`src/rtl/sum_accumulator.sv`:
```
// Block accumulator for registered adder results: sums a programmed number of
// {carry, sum} operands into a wide total and offers it on a valid/ready port.
module sum_accumulator #(
   parameter int N     = 8,
   parameter int ACC_W = 16,
   parameter int CNT_W = 8
) (
   input  logic             clk,
   input  logic             rst,
   input  logic             start,
   input  logic [CNT_W-1:0] len,
   input  logic             in_valid,
   input  logic [N-1:0]     in_sum,
   input  logic             in_carry,
   output logic             busy,
   output logic [CNT_W-1:0] cnt,
   output logic [ACC_W-1:0] acc,
   output logic             ovf,
   output logic             out_valid,
   input  logic             out_ready
);

   typedef enum logic [1:0] {
      IDLE  = 2'd0,
      ACCUM = 2'd1,
      DONE  = 2'd2
   } state_t;

   state_t           state_r;
   state_t           next_state_s;

   logic [CNT_W-1:0] len_r;
   logic [CNT_W-1:0] cnt_r;
   logic [ACC_W-1:0] acc_r;
   logic             ovf_r;
   logic             out_valid_r;

   logic [CNT_W-1:0] len_nxt_s;
   logic [CNT_W-1:0] cnt_nxt_s;
   logic [ACC_W-1:0] acc_nxt_s;
   logic             ovf_nxt_s;

   logic [ACC_W-1:0] operand_s;
   logic [ACC_W:0]   sum_s;
   logic [CNT_W-1:0] cnt_inc_s;
   logic             start_ok_s;
   logic             last_s;

   // The extra top bit of sum_s is the carry out of the accumulator.
   assign operand_s  = ACC_W'({in_carry, in_sum});
   assign sum_s      = {1'b0, acc_r} + {1'b0, operand_s};
   assign cnt_inc_s  = cnt_r + CNT_W'(1);
   assign start_ok_s = start && (len != {CNT_W{1'b0}});
   assign last_s     = in_valid && (cnt_inc_s == len_r);

   // State register
   always_ff @(posedge clk or negedge rst) begin
      if (!rst) begin
         state_r <= IDLE;
      end else begin
         state_r <= next_state_s;
      end
   end

   // Next-state logic
   always_comb begin
      next_state_s = state_r;
      case (state_r)
         IDLE: begin
            if (start_ok_s) begin
               next_state_s = ACCUM;
            end else begin
               next_state_s = IDLE;
            end
         end
         ACCUM: begin
            if (last_s) begin
               next_state_s = DONE;
            end else begin
               next_state_s = ACCUM;
            end
         end
         DONE: begin
            if (out_ready) begin
               next_state_s = IDLE;
            end else begin
               next_state_s = DONE;
            end
         end
         default: begin
            next_state_s = IDLE;
         end
      endcase
   end

   // Datapath next values; everything holds unless a block starts or a sample lands
   always_comb begin
      len_nxt_s = len_r;
      cnt_nxt_s = cnt_r;
      acc_nxt_s = acc_r;
      ovf_nxt_s = ovf_r;
      case (state_r)
         IDLE: begin
            if (start_ok_s) begin
               len_nxt_s = len;
               cnt_nxt_s = {CNT_W{1'b0}};
               acc_nxt_s = {ACC_W{1'b0}};
               ovf_nxt_s = 1'b0;
            end else begin
               len_nxt_s = len_r;
            end
         end
         ACCUM: begin
            if (in_valid) begin
               cnt_nxt_s = cnt_inc_s;
               acc_nxt_s = sum_s[ACC_W-1:0];
               ovf_nxt_s = ovf_r | sum_s[ACC_W];
            end else begin
               cnt_nxt_s = cnt_r;
            end
         end
         DONE: begin
            cnt_nxt_s = cnt_r;
         end
         default: begin
            cnt_nxt_s = cnt_r;
         end
      endcase
   end

   // Datapath and output registers
   always_ff @(posedge clk or negedge rst) begin
      if (!rst) begin
         len_r       <= {CNT_W{1'b0}};
         cnt_r       <= {CNT_W{1'b0}};
         acc_r       <= {ACC_W{1'b0}};
         ovf_r       <= 1'b0;
         out_valid_r <= 1'b0;
      end else begin
         len_r       <= len_nxt_s;
         cnt_r       <= cnt_nxt_s;
         acc_r       <= acc_nxt_s;
         ovf_r       <= ovf_nxt_s;
         out_valid_r <= (next_state_s == DONE);
      end
   end

   assign busy      = (state_r != IDLE);
   assign cnt       = cnt_r;
   assign acc       = acc_r;
   assign ovf       = ovf_r;
   assign out_valid = out_valid_r;

   sum_accumulator_chk #(
      .ACC_W (ACC_W),
      .CNT_W (CNT_W)
   ) u_chk (
      .clk       (clk),
      .rst       (rst),
      .busy      (busy),
      .cnt       (cnt_r),
      .len_lat   (len_r),
      .acc       (acc_r),
      .out_valid (out_valid_r),
      .out_ready (out_ready)
   );

endmodule

// Protocol checker for the accumulator's result port.
module sum_accumulator_chk #(
   parameter int ACC_W = 16,
   parameter int CNT_W = 8
) (
   input logic             clk,
   input logic             rst,
   input logic             busy,
   input logic [CNT_W-1:0] cnt,
   input logic [CNT_W-1:0] len_lat,
   input logic [ACC_W-1:0] acc,
   input logic             out_valid,
   input logic             out_ready
);

   a_valid_busy : assert property (@(posedge clk) disable iff (!rst)
      out_valid |-> busy);

   a_cnt_bound : assert property (@(posedge clk) disable iff (!rst)
      busy |-> (cnt <= len_lat));

   // A stalled result must not move until the sink takes it.
   a_hold : assert property (@(posedge clk) disable iff (!rst)
      (out_valid && !out_ready) |=> (out_valid && $stable(acc) && $stable(cnt)));

   a_drop : assert property (@(posedge clk) disable iff (!rst)
      (out_valid && out_ready) |=> !out_valid);

endmodule

```
`config.mk`:
```
export PLATFORM = sky130hd
export DESIGN_NAME = sum_accumulator
export DESIGN_NICKNAME = d
export VERILOG_FILES = /design/src/rtl/sum_accumulator.sv
export SDC_FILE = /design/constraint.sdc
export NUM_CORES = 1
export LEC_CHECK = 0
export ABC_AREA = 1
export CORE_MARGIN = 5
export CORE_UTILIZATION = 45
export CTS_BUF_LIST = sky130_fd_sc_hd__clkbuf_2 sky130_fd_sc_hd__clkbuf_4 sky130_fd_sc_hd__clkbuf_8
export CTS_CLUSTER_SIZE = 24
export DETAILED_ROUTE_END_ITERATION = 8
export PLACE_DENSITY = 0.75
export SLEW_MARGIN = 20
export SYNTH_ARGS = -nofsm -noshare
export SYNTH_HDL_FRONTEND = slang
export SYNTH_HIERARCHICAL = 1
export SYNTH_SLANG_ARGS = --single-unit
```
`constraint.sdc`:
```
create_clock -name clk -period 1.8 [get_ports clk]
set_input_delay 0.45 -clock clk [delete_from_list [all_inputs] [get_ports clk]]
set_output_delay 0.45 -clock clk [all_outputs]
set_load 0.02 [all_outputs]
```
Yosys cells after proc, flatten, opt, wreduce, memory -nomap -nowiden
Index checks and enable logic that the tools add are counted.

Bits in registers: 36. Input port bits: 22. Output and inout port bits: 27. Word-level logic and storage cells: 36.

$add $sub $neg: 2. Equal/unequal tests: 6. Muxes and demuxes: 13. Bitwise gates (word level): 1. Reduce and logical (&&, ||, !) cells: 8.

Operators by type and width (number): $mux W16 (2); $pmux W16 S2 (1); $add A16 B9 Y17 (1); $mux W8 (2); $pmux W8 S2 (1); $add A8 B1 Y8 const B (1); $eq A8 B8 Y1 (1); $reduce_bool A8 Y1 (1); $pmux W2 S3 (1); $eq A2 B2 Y1 const B (2); $mux W2 (2); $ne A2 B2 Y1 const B (2); $reduce_bool A2 Y1 (2); $mux W1 (3); $reduce_and A3 Y1 (1); $eq A2 B1 Y1 const B (1); $logic_and A1 B1 Y1 (2); $logic_not A2 Y1 (1); $pmux W1 S2 (1); $reduce_and A2 Y1 (1); $or A1 B1 Y1 (1).

Logic depth before layout (Yosys ltp)
Word-level depth: 6. Depth in mapped cells: 12. Mapped depth without buffers: 12.

Worst setup path after synthesis
OpenSTA, ideal clock, no wires.

Path kind: register -> register. From: register acc_r[0], in the netlist acc[0]. To: register ovf_r, in the netlist ovf. Arrival time: 1727 ps. Path slack: -45 ps. Cell stages (with the launch flop): 11. Path buffers: 0. Clock period less this slack: 1845 ps. Cells stage by stage: dfrtp_1 -> ha_1 -> fa_1 -> nand3_1 -> nand3_1 -> nand2_1 -> o211ai_1 -> nand2_1 -> nand3_1 -> nand3_1 -> nand2_1.

Word-level cells in the longest chain between the ends: 4.

Ends and longest elaborated chain: from (decl) (RTL line 34) `logic [ACC_W-1:0] acc_r;`; from (signal assigned) (RTL line 136) `acc_r <= {ACC_W{1'b0}};`; from (signal assigned) (RTL line 142) `acc_r <= acc_nxt_s;`; $add A16 B9 Y17 (RTL line 51) `assign sum_s = {1'b0, acc_r} + {1'b0, operand_s};`; $or A1 B1 Y1 (RTL line 117) `ovf_nxt_s = ovf_r | sum_s[ACC_W];`; $mux W1 (RTL line 114) `if (in_valid) begin`; $pmux W1 S2 (RTL line 102) `case (state_r)`; to (signal assigned) (RTL line 143) `ovf_r <= ovf_nxt_s;`; to (decl) (RTL line 35) `logic ovf_r;`.

No other way between the ends. The select of a mux whose other input is x is not followed. A chain may end at the register's enable or synchronous reset.

Worst setup path in the final report
From: input port len[3]. To: register len_r[3].

Word-level cells in the longest chain between the ends: 3.

Ends and longest elaborated chain: from (decl) (RTL line 11) `input logic [CNT_W-1:0] len,`; $reduce_bool A8 Y1 (RTL line 53) `assign start_ok_s = start && (len != {CNT_W{1'b0}});`; $logic_and A1 B1 Y1 (RTL line 53); $reduce_and A2 Y1 (no line); to (signal assigned) (RTL line 134) `len_r <= {CNT_W{1'b0}};`; to (signal assigned) (RTL line 140) `len_r <= len_nxt_s;`; to (decl) (RTL line 32) `logic [CNT_W-1:0] len_r;`.

Parallel ways exist; a longest one is shown, timed or not.

==> summary.txt <==
Placement
  – Placed instance area: 3150 um^2
  – Half-perimeter wire length after detailed placement: 4.62 mm
  – Minimum setup slack after placement: -0.474 ns
  – Cell Count Post-Placement: 467
  – Count of buffers inserted at the top-level ports: 48
  – Routability congestion estimate from global placement: 0.905

Logic synthesis
  – Flip-flop and latch count after synthesis: 36
  – Yosys cell types: 31
  – Synth Net Count: 355
  – Proportion of netlist area held by the largest area contributor: 38.6%
  – Synth Instances: 322
  – Mean area per synthesized cell: 7.25 um^2
  – Post-synth EDFFs: 0
  – Synthesized area: 2330 um^2
  – Main flop type after synthesis: sky130_fd_sc_hd__dfrtp_1
  – Post-synthesis cell type with the largest combined area: sky130_fd_sc_hd__dfrtp_1
  – Yosys Warn Count: 6
  – Sequential element share of the synthesized area: 38.6%
  – Proportion of register bits with asynchronous set or reset after synthesis: 100%
  – Main area contributors after synthesis: sky130_fd_sc_hd__dfrtp_1 39%, sky130_fd_sc_hd__nand2_1 14%, sky130_fd_sc_hd__nand3_1 8.6%, sky130_fd_sc_hd__inv_1 5.8%, sky130_fd_sc_hd__ha_1 5.4%

Floorplan
  – Core Footprint: 5070 um^2
  – Chip Width: 82.0 um
  – Num rows: 26
  – # IOs: 49
  – Die Footprint: 6730 um^2
  – Initial core utilization: 46.0%
  – Die boundary height: 82.0 um

Layout
  – Number of fillers in the final layout: 402
  – Share of post-route cells with drive strength above 1: 23.8%
  – Multi-input gate area: 1510 um^2
  – Final cell area excluding filler cells: 3600 um^2
  – Most frequent cells in the layout: 83 x sky130_fd_sc_hd__nand2_1, 36 x sky130_fd_sc_hd__buf_4, 35 x sky130_fd_sc_hd__inv_1
  – Net total in the final layout: 444
  – Final antenna diode count: 0
  – FF/Latch Area: 905 um^2
  – Area grow syn2layout: 54.1%
  – Final Instance Count excl. Fillers: 482
  – Most common cell after layout, fill and taps aside: sky130_fd_sc_hd__nand2_1

Drt
  – Met2 routed wirelength: 3.80 mm
  – DRT met1 WL: 2.78 mm
  – Number of DRC violations after detailed-routing iteration 0: 111
  – Routed via count divided by cell count: 5.23
  – DR top layer: met4
  – Detailed Route WL: 7.04 mm
  – WL met3: 400 um
  – Routed wirelength normalized by instance count: 14.6 um
  – # DRC: 0
  – Drt first pass iters: 4
  – Total via count in the routed design: 2522
  – Antenna Violating Nets Remaining: 0

Power and ir drop
  – Clock power share: 12.8%
  – Static leakage power: 1.90 nW
  – Share of total power in sequential cells: 26.5%
  – Net Sw Frac: 45.4%
  – Pwr Density: 1580 nW/um^2
  – Net Switching: 0.00258 W
  – Peak VDD IR: 937 uV
  – Tot Pwr: 0.00569 W
  – Part of the power in combinational logic: 60.7%
  – Design internal power: 0.00311 W

Clocking
  – CTS Buffer Depth: 2
  – Clock tree from TritonCTS: built
  – CTS root buf: sky130_fd_sc_hd__clkbuf_8
  – Clock buffer count from CTS: 5
  – H-Tree Level Count: 2
  – Clk_lat worst skew: 0.30 ns
  – Clock transition at path regs: 0.08 ns
  – Sinks on the clock net: 36

Critical path
  – Kind of end point of the critical path: flip-flop
  – R2r worst-path depth: 8
  – Largest fanout of any net on the critical path: 5
  – Type of the worst setup path: input port to flip-flop
  – Endpoint arrival time on the critical path: 1.97 ns
  – Data required time of the critical path: 1.99 ns
  – Critical path launch point type: input port

Run status
  – Outcome: finished, final reports clean

Run
  – Max-cap violations: 0

GRT
  – Largest net degree at the start of global routing: 37
  – Gr ovfl total: 0
  – Global-route wire length before repair: 10.7 mm
  – Initial antenna violation count: 0
  – Number of global-route vias before repair: 2424
  – Gr usage total: 20.7%

Timing
  – Setup clock skew after layout: 0.00565 ns
  – Post-route setup slack: 0.0223 ns
  – Period utilisation layout: 98.8%
  – Pin slew with the least headroom to its limit: 0.377 ns
  – Final number of max-transition violations: 0
  – Final number of setup-violating endpoints: 0
  – Achievable frequency: 563 MHz
  – Period minus WS final: 1.78 ns
  – Max-slew headroom: 74.8%
  – Summed negative setup slack over all endpoints: 0 ns
  – Final Hold Vio Count: 0

Hold path
  – Class of the worst hold path: input port to async pin
## final cells by class
cell class              count  share of cell area [%]
repair buffers             88                    23.6
clock inverters             3                    1.18
clock buffers               5                    1.91
multi-input cells         243                    41.9
well taps                  70                    2.44
inverters                  37                    3.86
flip-flops and latches     36                    25.2
## cells in the mapped netlist, types with 2 or more instances
master	count
sky130_fd_sc_hd__nand3_2	2
sky130_fd_sc_hd__clkbuf_1	2
sky130_fd_sc_hd__buf_2	4
sky130_fd_sc_hd__nand3_1	40
sky130_fd_sc_hd__o22ai_1	5
sky130_fd_sc_hd__nand3b_1	7
sky130_fd_sc_hd__o21ai_0	8
sky130_fd_sc_hd__nor2_1	33
sky130_fd_sc_hd__inv_1	36
sky130_fd_sc_hd__xnor2_1	3
sky130_fd_sc_hd__a21oi_1	10
sky130_fd_sc_hd__nor3_1	2
sky130_fd_sc_hd__o21ai_1	13
sky130_fd_sc_hd__nor2_2	2
sky130_fd_sc_hd__nand4_1	5
sky130_fd_sc_hd__nand2_1	89
sky130_fd_sc_hd__o211ai_1	2
sky130_fd_sc_hd__mux2_2	2
sky130_fd_sc_hd__dfrtp_1	36
sky130_fd_sc_hd__ha_1	10
## stage by stage
step,hold slack [ns],utilization (%)
2_1_floorplan,0.154,-
3_3_place_gp,0.494,62.0
3_5_place_dp,0.510,62.0
4_1_cts,0.521,66.6
5_1_grt,0.534,70.9
6_report,0.518,70.9
## layer usage
metal / up-vias / track usage, %
li1: 1244 / -
met4: 0 / 6.31
met3: 8 / 4.50
met2: 70 / 38.4
met5: - / 0
met1: 1200 / 23.3
## registers in the layout, indices dropped and copies added (netlist names)
signal     cells
acc           16
cnt            8
out_valid      1
len_r          8
ovf            1
state_r        2
## worst paths after layout
path / start / endpoint / slack [ns]
worst min-delay path: rst / cnt[2] / 0.52
worst min register to register: len_r[7] / len_r[7] / 0.53
min in group clk: len_r[7] / len_r[7] / 0.53
worst max register to register: acc[0] / acc[14] / 0.08
worst max-delay path: len[3] / len_r[3] / 0.02
max in group asynchronous: rst / acc[0] / 1.09
## worst max-delay path, cell delays in order
cell	delay, ns
sky130_fd_sc_hd__clkdlybuf4s50_1	0.42
sky130_fd_sc_hd__nor2_1	0.20
sky130_fd_sc_hd__nand3_1	0.15
sky130_fd_sc_hd__o21ai_4	0.17
sky130_fd_sc_hd__buf_12	0.15
sky130_fd_sc_hd__buf_12	0.11
sky130_fd_sc_hd__mux2_2	0.32
## power groups by stage
stage / sequential, W / clock [W] / combinational (W)
after floorplan: 0.00167 / 0 / 0.00152
after global placement: 0.00146 / 0 / 0.00286
after detailed placement: 0.00147 / 0 / 0.00294
after CTS: 0.00149 / 0.000746 / 0.00308
after global routing: 0.00156 / 0.000773 / 0.00379
final: 0.00151 / 0.000729 / 0.00345
## kinds of logic after synthesis
logic type	Yosys count	synth area share [%]
simple gates	185	35.5
mux	2	0.965
buf+inv	44	7.61
flops	36	38.6
compound gates	41	9.97
xor+xnor	3	1.13
fa+ha+maj	11	6.22
## what timing repair did
| action | CTS | global route |
|---|---|---|
| gates cloned | 0 | 1 |
| hold buffers | 0 | 0 |
| pin swaps | 11 | 20 |
| endpoints found under the hold margin | 0 | 0 |
| setup buffers | 1 | 5 |
| gates resized for setup | 35 | 45 |
| setup endpoints to repair | 22 | 37 |
(Power assumes the default switching activity.)
